File: src/rtl/mem_req_gen.sv
// rtl/mem_req_gen.sv - Streams X then row-major W element read requests for an M x N matrix-vector job.
module mem_req_gen #(
    parameter int ADDR_W = 64
) (
    input  logic              clk,
    input  logic              reset,
    input  logic              cfg_valid_i,
    output logic              cfg_ready_o,
    input  logic [15:0]       cfg_m_i,
    input  logic [15:0]       cfg_n_i,
    input  logic              cfg_wide_i,
    input  logic [ADDR_W-1:0] cfg_addr_w_i,
    input  logic [ADDR_W-1:0] cfg_addr_x_i,
    output logic              mem_req_valid_o,
    input  logic              mem_req_ready_i,
    output logic [ADDR_W-1:0] mem_req_addr_o,
    output logic              mem_req_tag_o,
    output logic              busy_o,
    output logic              done_o
);

    typedef enum logic [1:0] {
        IDLE,
        REQ_X,
        REQ_W,
        DONE
    } state_t;

    state_t            state_q, state_d;
    logic [ADDR_W-1:0] addr_q, addr_d;
    logic [ADDR_W-1:0] addr_w_q, addr_w_d;
    logic [15:0]       row_q, row_d;
    logic [15:0]       col_q, col_d;
    logic [15:0]       m_q, m_d;
    logic [15:0]       n_q, n_d;
    logic              wide_q, wide_d;

    logic [ADDR_W-1:0] step;
    logic              xfer;
    logic              col_last;
    logic              row_last;

    assign step     = wide_q ? ADDR_W'(2) : ADDR_W'(1);
    assign xfer     = mem_req_valid_o && mem_req_ready_i;
    // n_q and m_q are nonzero whenever these are consulted (zero sizes skip to DONE).
    assign col_last = (col_q == n_q - 16'd1);
    assign row_last = (row_q == m_q - 16'd1);

    assign cfg_ready_o     = (state_q == IDLE);
    assign mem_req_valid_o = (state_q == REQ_X) || (state_q == REQ_W);
    assign mem_req_tag_o   = (state_q == REQ_W);
    assign mem_req_addr_o  = addr_q;
    assign busy_o          = (state_q != IDLE);
    assign done_o          = (state_q == DONE);

    always_comb begin
        state_d  = state_q;
        addr_d   = addr_q;
        addr_w_d = addr_w_q;
        row_d    = row_q;
        col_d    = col_q;
        m_d      = m_q;
        n_d      = n_q;
        wide_d   = wide_q;
        case (state_q)
            IDLE: begin
                if (cfg_valid_i) begin
                    m_d      = cfg_m_i;
                    n_d      = cfg_n_i;
                    wide_d   = cfg_wide_i;
                    addr_w_d = cfg_addr_w_i;
                    addr_d   = cfg_addr_x_i;
                    row_d    = 16'd0;
                    col_d    = 16'd0;
                    if ((cfg_m_i == 16'd0) || (cfg_n_i == 16'd0)) begin
                        state_d = DONE;
                    end else begin
                        state_d = REQ_X;
                    end
                end
            end
            REQ_X: begin
                if (xfer) begin
                    if (col_last) begin
                        state_d = REQ_W;
                        addr_d  = addr_w_q;
                        col_d   = 16'd0;
                        row_d   = 16'd0;
                    end else begin
                        col_d  = col_q + 16'd1;
                        addr_d = addr_q + step;
                    end
                end
            end
            REQ_W: begin
                if (xfer) begin
                    addr_d = addr_q + step;
                    if (col_last) begin
                        col_d = 16'd0;
                        if (row_last) begin
                            state_d = DONE;
                        end else begin
                            row_d = row_q + 16'd1;
                        end
                    end else begin
                        col_d = col_q + 16'd1;
                    end
                end
            end
            DONE: begin
                state_d = IDLE;
            end
            default: begin
                state_d = IDLE;
            end
        endcase
    end

    always_ff @(posedge clk or negedge reset) begin
        if (!reset) begin
            state_q  <= IDLE;
            addr_q   <= '0;
            addr_w_q <= '0;
            row_q    <= '0;
            col_q    <= '0;
            m_q      <= '0;
            n_q      <= '0;
            wide_q   <= 1'b0;
        end else begin
            state_q  <= state_d;
            addr_q   <= addr_d;
            addr_w_q <= addr_w_d;
            row_q    <= row_d;
            col_q    <= col_d;
            m_q      <= m_d;
            n_q      <= n_d;
            wide_q   <= wide_d;
        end
    end

endmodule

File: config.mk
export PLATFORM = sky130hd
export DESIGN_NAME = mem_req_gen
export DESIGN_NICKNAME = d
export VERILOG_FILES = /design/src/rtl/mem_req_gen.sv
export SDC_FILE = /design/constraint.sdc
export NUM_CORES = 1
export LEC_CHECK = 0
export CAP_MARGIN = 20
export CORE_MARGIN = 1
export CORE_UTILIZATION = 52
export CTS_CLUSTER_SIZE = 14
export DETAILED_ROUTE_END_ITERATION = 8
export HOLD_SLACK_MARGIN = 0.06
export MAX_ROUTING_LAYER = met4
export PLACE_DENSITY = 0.9
export SLEW_MARGIN = 20
export SYNTH_ARGS = -nofsm -noshare
export SYNTH_HDL_FRONTEND = slang
export SYNTH_SLANG_ARGS = --single-unit
File: constraint.sdc
create_clock -name clk -period 4.7 [get_ports clk]
set_clock_uncertainty 0.05 [all_clocks]
set_input_delay 0.94 -clock clk [delete_from_list [all_inputs] [get_ports clk]]
set_output_delay 0.94 -clock clk [all_outputs]
set_load 0.02 [all_outputs]
==> results of run 1 <==
[cells in the mapped netlist, types with 5 or more instances]
cell type	n
xnor2_1	61
buf_2	6
inv_1	26
a31oi_1	15
o21ai_0	73
and3_1	19
or3_1	44
nor3_1	69
a21o_1	5
buf_1	7
a22oi_1	23
xor2_1	31
o22a_1	9
o31ai_1	5
and2_1	6
nand2_1	72
clkbuf_1	54
nor4_1	17
nand3_1	44
a211oi_1	10
ha_1	10
nand4_1	22
or4_1	5
and4_1	11
a21oi_1	60
dfrtp_1	195
nor2_1	67
mux2_2	105
nand2b_1	12
a221oi_1	22
nand3b_1	5
[state kept, by name (all words and copies together), names as in the netlist]
signal          count
addr_w_q           64
mem_req_addr_o     64
col_q              16
m_q                16
n_q                16
row_q              16
state_q             2
wide_q              1
[per-layer routing]
| metal | share of wire | up-vias | wire [um] |
|---|---|---|---|
| met5 | 0 | - | 0 |
| met1 | 0.40 | 5149 | 13400 |
| met2 | 0.49 | 565 | 16600 |
| li1 | - | 4713 | - |
| met3 | 0.076 | 86 | 2570 |
| met4 | 0.031 | 0 | 1040 |
[power groups by stage]
stage | sequential, mW | clock [mW] | combinational (mW)
2_1_floorplan | 3.42 | 0 | 3.43
3_3_place_gp | 3.34 | 0 | 5.27
3_5_place_dp | 3.38 | 0 | 5.48
4_1_cts | 3.36 | 1.45 | 5.51
5_1_grt | 3.49 | 1.52 | 6.01
6_report | 3.40 | 1.44 | 5.54
[area by class of cell]
class	count	area, sq um	share of cell area
clock inverter	15	145	0.0101
tap	275	344	0.0238
sequential	195	4880	0.338
clock buffer	17	425	0.0295
multi-input combinational	882	6060	0.419
timing repair buffer	247	2490	0.172
inverter	26	97.6	0.00676
[kinds of logic (layout without fill, tap and decap cells)]
| kind of cell | count (synthesis) | count (layout) |
|---|---|---|
| simple gates | 414 | 414 |
| compound gates | 258 | 258 |
| flops | 195 | 195 |
| mux | 107 | 107 |
| buf+inv | 95 | 305 |
| xor+xnor | 92 | 92 |
| fa+ha+maj | 11 | 11 |
[how the worst max path moves through the flow]
stage / start / endpoint / cells after the start
after detailed placement: n_q[8]$_DFFE_PN0P_ / col_q[9]$_DFFE_PN0P_ / 9
after global routing: n_q[0]$_DFFE_PN0P_ / col_q[9]$_DFFE_PN0P_ / 11
final: n_q[8]$_DFFE_PN0P_ / mem_req_addr_o[20]$_DFFE_PN0P_ / 9
after floorplan: n_q[8]$_DFFE_PN0P_ / row_q[8]$_DFFE_PN0P_ / 10
after global placement: n_q[8]$_DFFE_PN0P_ / mem_req_addr_o[12]$_DFFE_PN0P_ / 9
after CTS: n_q[8]$_DFFE_PN0P_ / col_q[9]$_DFFE_PN0P_ / 9
[worst register-to-register path, delay by kind of cell, from the launching register on]
kind / cells / cell delay, ns
AO/OA/AOI/OAI: 2 / 0.56
buffers and inverters: 1 / 0.35
flip-flops: 1 / 0.47
AND/OR/NAND/NOR: 6 / 2.69
==> results.ini, run 1 <==
[sta]
drv_slew = 0
max_freq_mhz = 239
setup_viol = 0
hold_viol_final = 0
grt_setup_unrepaired = no
slew_headroom = 0.360
tightestPinTransition_ns = 0.960
hold_slack_ns = 0.462
fin_crit_sh = 0.891
tns_ns = 0
min_period_ns = 4.19
layout_setup_ws_ns = 0.514

[clocking]
clock-sinks = 195
htreeDepth = 4
clk_pin_slew_ns = 0.08
cts_buffers = 17
clock_latency_ns = 0.45
cts_setup_buffers = 0
cts_max_path_buffers = 2
tritoncts = yes
root_buffer = clkbuf_16
ctsHoldBuffers = 0
post_cts_resize_count = 0

[hold_path]
min_delay_path_depth = 1
hold_end = addr_w_q[13]$_DFFE_PN0P_
hold_start = addr_w_q[13]$_DFFE_PN0P_
hold_path.class = register to register

[grt]
antenna_found_initial = 0
top_usage_layer = met2
grt_pass1_vias = 10500
grtUsageTotal = 0.316
overflow = 0
grt_use_met2 = 0.508
grt_max_degree = 117
gr-usage-met1 = 0.388
grtUsageMet3 = 0.0627
grt_pass1_wl_um = 53600

[critical_path]
arrival_ns = 4.50
crit_buf_inv = 1
cpLargestDelayFamily = simple AND/OR/NAND/NOR gates
crit_path_end_kind = register
r2r_cells = 9
slowest_stage = nor2_4
crit_required_ns = 5.01
criticalPathCategory = register to register
worstReg2RegStart = n_q[8]$_DFFE_PN0P_
startpoint_type = register
critPathMaxFanout = 19
worst_path_largest_cell_delay_ns = 0.66
r2r_end = mem_req_addr_o[20]$_DFFE_PN0P_
path_cells = or4_4 -> or4_1 -> a2111o_1 -> nor4_2 -> nand4_2 -> nor2_4 -> buf_4 -> a221oi_1 -> nor3_1
r2r_setup_slack_ns = 0.51

[drt]
wire_per_inst_um = 20.3
wl_um = 33600
drtIter0Drc = 887
vias = 10500
ant_nets = 0
vias_per_cell = 6.34
post-route-drc-count = 0
dr.pass1.iters = 6

[synth]
netlist.top_cell.by_area = dfrtp_1
yosys.area_share.simple = 0.194
synth_fa_ha_area_frac = 0.0129
ys_types = 68
ys_top_cells_by_area = dfrtp_1, mux2_2, xnor2_1
async_reset_ff_frac = 1.00
synthFlopType = dfrtp_1
synth_top_area_frac = 0.432
synth_area_sq_um = 11300
ys_ff_latch = 195
netlist_instances = 1172
synth-edff-count = 0
synth_compound_area_frac = 0.149
synth_top_family_by_area = simple AND/OR/NAND/NOR gates
ys_warn_count = 0
synth_xor_area_frac = 0.0714
ys_seq_area_frac = 0.432
synthMuxAreaShare = 0.107
avgSynthCellArea_sq_um = 9.63
syn_nets = 1348

[power]
pwr-share-clk = 0.139
power_frac_seq = 0.327
p_sw_mw = 4.72
total_power_mw = 10.4
p_int_mw = 5.65
powerDensity_nw_per_um2 = 719
switching_share = 0.455
peakVddDrop_mv = 0.535
p_comb_frac = 0.534
leakage_nw = 5.64

[cells_and_area]
fin_cells = 1657
stdcell_area_sq_um = 14400
final_cell_mix = clkdlybuf4s50_1, dfrtp_1, mux2_2, o21ai_0, nand2_1
num_antenna_cells = 0
final_common_cell = clkdlybuf4s50_1
fin_nets = 1545
final_util = 0.682
syn2layout_area_growth_pct = 27.9
fillers = 1575
drive_gt1_frac = 0.123

[flow_run]
maxCapViolCount = 0

[floorplan]
die_h_um = 149
start_util = 0.534
fp.dieW_um = 149
ios = 234
rows = 53
die_area_sq_um = 22300
core-area_sq_um = 21200

[placed_design]
hpwl_um = 23300
gp_congestion = 0.940
port_buffers = 233
place_ws_ns = 0.589
dp.cells = 1624
place_area_sq_um = 13900

[status]
status = finished, final reports clean

(Power assumes the default switching activity.)
==> run 2: changes to the inputs <==
CORE_MARGIN = 8   (was 1)
==> run 2 against run 1 <==
Effect of this change: sequential power about the same; cell count increased by 0.54%; sequential share of layout area about the same; flip-flop and latch count unchanged; fmax decreased by 3.7%; power increased by 0.49%; largest cell class unchanged.
==> results.ini, run 2 (same netlist as run 1, synthesis figures left out) <==
[status]
status = finished, final reports clean  ; unchanged

[sta]
layout_setup_ws_ns = 0.353  ; was 0.514 ns
slew_headroom = 0.393  ; was 0.360
max_freq_mhz = 230  ; was 239 MHz
setup_viol = 0  ; unchanged
tightestPinTransition_ns = 0.904  ; was 0.960 ns
tns_ns = 0  ; unchanged
min_period_ns = 4.35  ; was 4.19 ns
hold_viol_final = 0  ; unchanged
grt_setup_unrepaired = no  ; unchanged
drv_slew = 0  ; unchanged
fin_crit_sh = 0.925  ; was 0.891

[critical_path]
arrival_ns = 4.62  ; was 4.50 ns
critPathMaxFanout = 30  ; was 19
cpLargestDelayFamily = simple AND/OR/NAND/NOR gates  ; unchanged
slowest_stage = or4b_2  ; was nor2_4
startpoint_type = register  ; unchanged
startpoint = n_q[0]$_DFFE_PN0P_  ; was n_q[8]$_DFFE_PN0P_
criticalPathCategory = register to register  ; unchanged
path_cells = inv_1 -> ha_1 -> or4b_2 -> o22ai_1 -> o221ai_1 -> nor4_1 -> nand4_2 -> nand2_1 -> nand2_2 -> buf_4 -> a221oi_1 -> nor3_1  ; was or4_4 -> or4_1 -> a2111o_1 -> nor4_2 -> nand4_2 -> nor2_4 -> buf_4 -> a221oi_1 -> nor3_1
worstReg2RegStart = n_q[0]$_DFFE_PN0P_  ; was n_q[8]$_DFFE_PN0P_
worst_path_largest_cell_delay_ns = 0.67  ; was 0.66 ns
crit_buf_inv = 2  ; was 1
crit_path_end_kind = register  ; unchanged
r2r_setup_slack_ns = 0.35  ; was 0.51 ns
crit_required_ns = 4.98  ; was 5.01 ns

[cells_and_area]
drive_gt1_frac = 0.124  ; was 0.123
fillers = 1593  ; was 1575
final_cell_mix = clkdlybuf4s50_1, dfrtp_1, mux2_2, o21ai_0, nand2_1  ; unchanged
fin_nets = 1546  ; was 1545
fin_cells = 1666  ; was 1657
syn2layout_area_growth_pct = 28.0  ; was 27.9%
multi_input_area_sq_um = 6060  ; unchanged
stdcell_area_sq_um = 14500  ; was 14400 sq um
register_area_sq_um = 4880  ; unchanged
final_common_cell = clkdlybuf4s50_1  ; unchanged

[flow_run]
maxCapViolCount = 0  ; unchanged

[floorplan]
core-area_sq_um = 21600  ; was 21200 sq um
fp.dieW_um = 163  ; was 149 um
rows = 54  ; was 53
die_area_sq_um = 26700  ; was 22300 sq um
die_h_um = 163  ; was 149 um
ios = 234  ; unchanged
start_util = 0.524  ; was 0.534

[power]
powerDensity_nw_per_um2 = 721  ; was 719 nW/um^2
leakage_nw = 5.65  ; was 5.64 nW
total_power_mw = 10.4  ; about the same
peakVddDrop_mv = 0.415  ; was 0.535 mV

[placed_design]
hpwl_um = 24500  ; was 23300 um
place_ws_ns = 0.437  ; was 0.589 ns
dp.cells = 1630  ; was 1624
gp_congestion = 0.902  ; was 0.940
port_buffers = 233  ; unchanged
place_area_sq_um = 13800  ; was 13900 sq um

[grt]
overflow = 0  ; unchanged
grtUsageMet3 = 0.0638  ; was 0.0627
gr-usage-met1 = 0.322  ; was 0.388
grt_pass1_wl_um = 55900  ; was 53600 um
grt_use_met2 = 0.427  ; was 0.508
grt_max_degree = 100  ; was 117
antenna_found_initial = 2  ; was 0
top_usage_layer = met2  ; unchanged
grtUsageTotal = 0.268  ; was 0.316
grt_pass1_vias = 10900  ; was 10500

[clocking]
cts_setup_buffers = 0  ; unchanged
root_buffer = clkbuf_16  ; unchanged
post_cts_resize_count = 0  ; unchanged
clock-sinks = 195  ; unchanged
cts_buffers = 17  ; unchanged
ctsHoldBuffers = 0  ; unchanged
clock_latency_ns = 0.45  ; about the same
clk_pin_slew_ns = 0.08  ; about the same
cts_max_path_buffers = 2  ; unchanged
htreeDepth = 4  ; unchanged
tritoncts = yes  ; unchanged

[drt]
drtIter0Drc = 925  ; was 887
vias_per_cell = 6.23  ; was 6.34
ant_nets = 0  ; unchanged
post-route-drc-count = 0  ; unchanged
vias = 10400  ; was 10500
wl_um = 34800  ; was 33600 um
dr.pass1.iters = 5  ; was 6
wire_per_inst_um = 20.9  ; was 20.3 um

[hold_path]
hold_path.class = register to register  ; unchanged
hold_start = addr_w_q[13]$_DFFE_PN0P_  ; unchanged

## run 2: path summary, 6_finish.rpt
check / to / cells past startpoint
worst max-delay path: mem_req_addr_o[12]$_DFFE_PN0P_ / 12
min in group asynchronous: addr_w_q[51]$_DFFE_PN0P_ / 1
max in group asynchronous: addr_w_q[6]$_DFFE_PN0P_ / 2
worst max register to register: mem_req_addr_o[12]$_DFFE_PN0P_ / 12
worst min register to register: addr_w_q[13]$_DFFE_PN0P_ / 1
worst min-delay path: addr_w_q[13]$_DFFE_PN0P_ / 1
## run 2: final cells by class
type | instances | area share
repair buffers | 248 | 0.171
flip-flops and latches | 195 | 0.338
clock inverters | 13 | 0.00944
well taps | 280 | 0.0242
inverters | 26 | 0.00675
diodes | 3 | 0.000519
multi-input cells | 882 | 0.419
clock buffers | 19 | 0.0313
## run 2: layer usage
metal,wire length [um],vias up
met5,0,-
met4,1090,0
met3,2650,90
met2,16900,486
met1,14100,5084
li1,-,4725
## run 2: power by group
| group | internal (mW) | switching [mW] |
|---|---|---|
| combinational | 2.47 | 3.11 |
| clock | 0.738 | 0.736 |
| sequential | 2.46 | 0.906 |
| total | 5.67 | 4.75 |
## run 2: through the flow
stage                      util  hold WS [ns]
final                     0.670         0.462
after global routing      0.670         0.482
after global placement    0.643         0.438
after CTS                 0.670         0.466
after detailed placement  0.643         0.444
after floorplan               -         0.425
==> run 3: changes to the inputs <==
--- a/config.mk
+++ b/config.mk
@@ -15,3 +15,2 @@
 export PLACE_DENSITY = 0.9
-export SLEW_MARGIN = 20
 export SYNTH_ARGS = -nofsm -noshare
==> constraint.sdc (replaced) <==
create_clock -name clk -period 4.7 [get_ports clk]
set_clock_uncertainty 0.05 [all_clocks]
set_input_delay 1.41 -clock clk [delete_from_list [all_inputs] [get_ports clk]]
set_output_delay 1.41 -clock clk [all_outputs]
set_load 0.02 [all_outputs]
==> run 3 against run 2 <==
Effect of this change: power increased by 0.66%; routed wire length is 2.0% higher; clock-buffer cell count shrank 2; combinational power barely moved; critical path depth is 1 higher; design area increased by 0.49%; die area unchanged; clock power increased by 4%; via count up 1.8%; core utilization grew 0.33 points; non-clock buffer count rose by 3; critical endpoint is now mem_req_addr_o[20]$_DFFE_PN0P_.
==> results.ini, run 3 (same netlist as run 1, synthesis figures left out) <==
[hold_path]
hold_path.class = register to register  ; unchanged

[clocking]
clock_latency_ns = 0.44  ; was 0.45 ns
root_buffer = clkbuf_16  ; unchanged
clock-sinks = 195  ; unchanged
htreeDepth = 4  ; unchanged
ctsHoldBuffers = 0  ; unchanged
post_cts_resize_count = 0  ; unchanged
cts_setup_buffers = 0  ; unchanged
tritoncts = yes  ; unchanged
cts_buffers = 17  ; unchanged
clk_pin_slew_ns = 0.08  ; about the same
cts_max_path_buffers = 2  ; unchanged

[power]
powerDensity_nw_per_um2 = 723  ; was 721 nW/um^2
switching_share = 0.454  ; was 0.456
leakage_nw = 5.69  ; was 5.65 nW
p_int_mw = 5.73  ; was 5.67 mW
pwr-share-clk = 0.145  ; was 0.141
p_sw_mw = 4.76  ; was 4.75 mW
total_power_mw = 10.5  ; was 10.4 mW
p_comb_frac = 0.533  ; was 0.535
peakVddDrop_mv = 0.448  ; was 0.415 mV
power_frac_seq = 0.321  ; was 0.323

[floorplan]
core-area_sq_um = 21600  ; unchanged
die_area_sq_um = 26700  ; unchanged
die_h_um = 163  ; unchanged
ios = 234  ; unchanged
rows = 54  ; unchanged
fp.dieW_um = 163  ; unchanged
start_util = 0.524  ; unchanged

[cells_and_area]
syn2layout_area_growth_pct = 28.7  ; was 28.0%
multi_input_area_sq_um = 6060  ; unchanged
final_common_cell = clkdlybuf4s50_1  ; unchanged
fillers = 1600  ; was 1593
drive_gt1_frac = 0.126  ; was 0.124
fin_nets = 1549  ; was 1546
final_util = 0.674  ; was 0.670
register_area_sq_um = 4880  ; unchanged
final_cell_mix = clkdlybuf4s50_1, dfrtp_1, mux2_2, o21ai_0, nand2_1  ; unchanged

[sta]
max_freq_mhz = 252  ; was 230 MHz
tightestPinTransition_ns = 0.925  ; was 0.904 ns
drv_slew = 0  ; unchanged
min_period_ns = 3.97  ; was 4.35 ns
slew_headroom = 0.378  ; was 0.393
hold_viol_final = 0  ; unchanged
tns_ns = 0  ; unchanged
setup_viol = 0  ; unchanged
fin_crit_sh = 0.844  ; was 0.925
grt_setup_unrepaired = no  ; unchanged

[placed_design]
hpwl_um = 24900  ; was 24500 um
port_buffers = 233  ; unchanged
gp_congestion = 0.888  ; was 0.902

[critical_path]
startpoint_type = register  ; unchanged
crit_path_end_kind = register  ; unchanged
criticalPathCategory = register to register  ; unchanged
critPathMaxFanout = 34  ; was 30
crit_required_ns = 4.97  ; was 4.98 ns
arrival_ns = 4.23  ; was 4.62 ns

[drt]
vias_per_cell = 6.34  ; was 6.23
vias = 10600  ; was 10400
post-route-drc-count = 0  ; unchanged
wl_um = 35500  ; was 34800 um
drtIter0Drc = 956  ; was 925
wire_per_inst_um = 21.3  ; was 20.9 um
dr.pass1.iters = 5  ; unchanged
ant_nets = 0  ; unchanged

[status]
status = finished, final reports clean  ; unchanged

[grt]
grtUsageTotal = 0.272  ; was 0.268
grt_max_degree = 100  ; unchanged
antenna_found_initial = 2  ; unchanged
grt_pass1_wl_um = 56600  ; was 55900 um
grt_pass1_vias = 10900  ; about the same
overflow = 0  ; unchanged

[flow_run]
maxCapViolCount = 0  ; unchanged

run 3: layout make-up:
type / count / share of cell area
Clock buffer: 17 / 0.0293
Inverter: 26 / 0.00672
Tap cell: 280 / 0.0241
Clock inverter: 15 / 0.0129
Multi-Input combinational cell: 882 / 0.417
Timing Repair Buffer: 251 / 0.174
Sequential cell: 195 / 0.336
Antenna cell: 2 / 0.000345
run 3: worst max-delay path: stages, from the launching register on:
cell and delay (ns):
dfrtp_1 0.47, inv_1 0.10, ha_1 0.29, or4b_2 0.68, o22ai_1 0.21, o221ai_1 0.14, nor4_1 0.36, nand4_2 0.14
buf_4 0.24, nand2_1 0.10, nand2_2 0.20, buf_4 0.35, a221oi_1 0.36, nor3_1 0.13
run 3: per-layer routing:
metal  track usage  vias to the layer above  wire length [um]
met1         0.322                     5113             13700
li1              -                     4723                 -
met2         0.436                      604             17400
met4         0.133                        0              1510
met3        0.0582                      129              2860
met5             -                        -                 0
run 3: path summary, 6_finish.rpt:
path / slack (ns) / depth (start not counted) / start / to
min in group asynchronous: 0.99 / 1 / reset / mem_req_addr_o[51]$_DFFE_PN0P_
setup / recovery: 0.73 / 13 / n_q[0]$_DFFE_PN0P_ / mem_req_addr_o[20]$_DFFE_PN0P_
hold reg to reg: 0.46 / 1 / addr_w_q[9]$_DFFE_PN0P_ / addr_w_q[9]$_DFFE_PN0P_
hold / removal: 0.46 / 1 / addr_w_q[9]$_DFFE_PN0P_ / addr_w_q[9]$_DFFE_PN0P_
max in group asynchronous: 2.72 / 2 / reset / addr_w_q[6]$_DFFE_PN0P_
setup reg to reg: 0.73 / 13 / n_q[0]$_DFFE_PN0P_ / mem_req_addr_o[20]$_DFFE_PN0P_
run 3: power groups by stage:
stage	logic, mW	registers [mW]	clock network, mW
detailed placement	5.51	3.35	0
finish	5.60	3.37	1.53
global route	6.06	3.47	1.61
floorplan	3.43	3.42	0
CTS	5.55	3.34	1.54
global placement	5.32	3.30	0
run 3: per-stage QoR:
step	area [sq um]	setup WS [ns]	hold WS [ns]	std cells
after floorplan	11300	1.32	0.425	1172
after global placement	13900	0.782	0.438	1633
after detailed placement	13900	0.706	0.447	1633
after CTS	14500	0.762	0.466	1665
after global routing	14500	0.604	0.478	1668
final	14500	0.734	0.464	1668
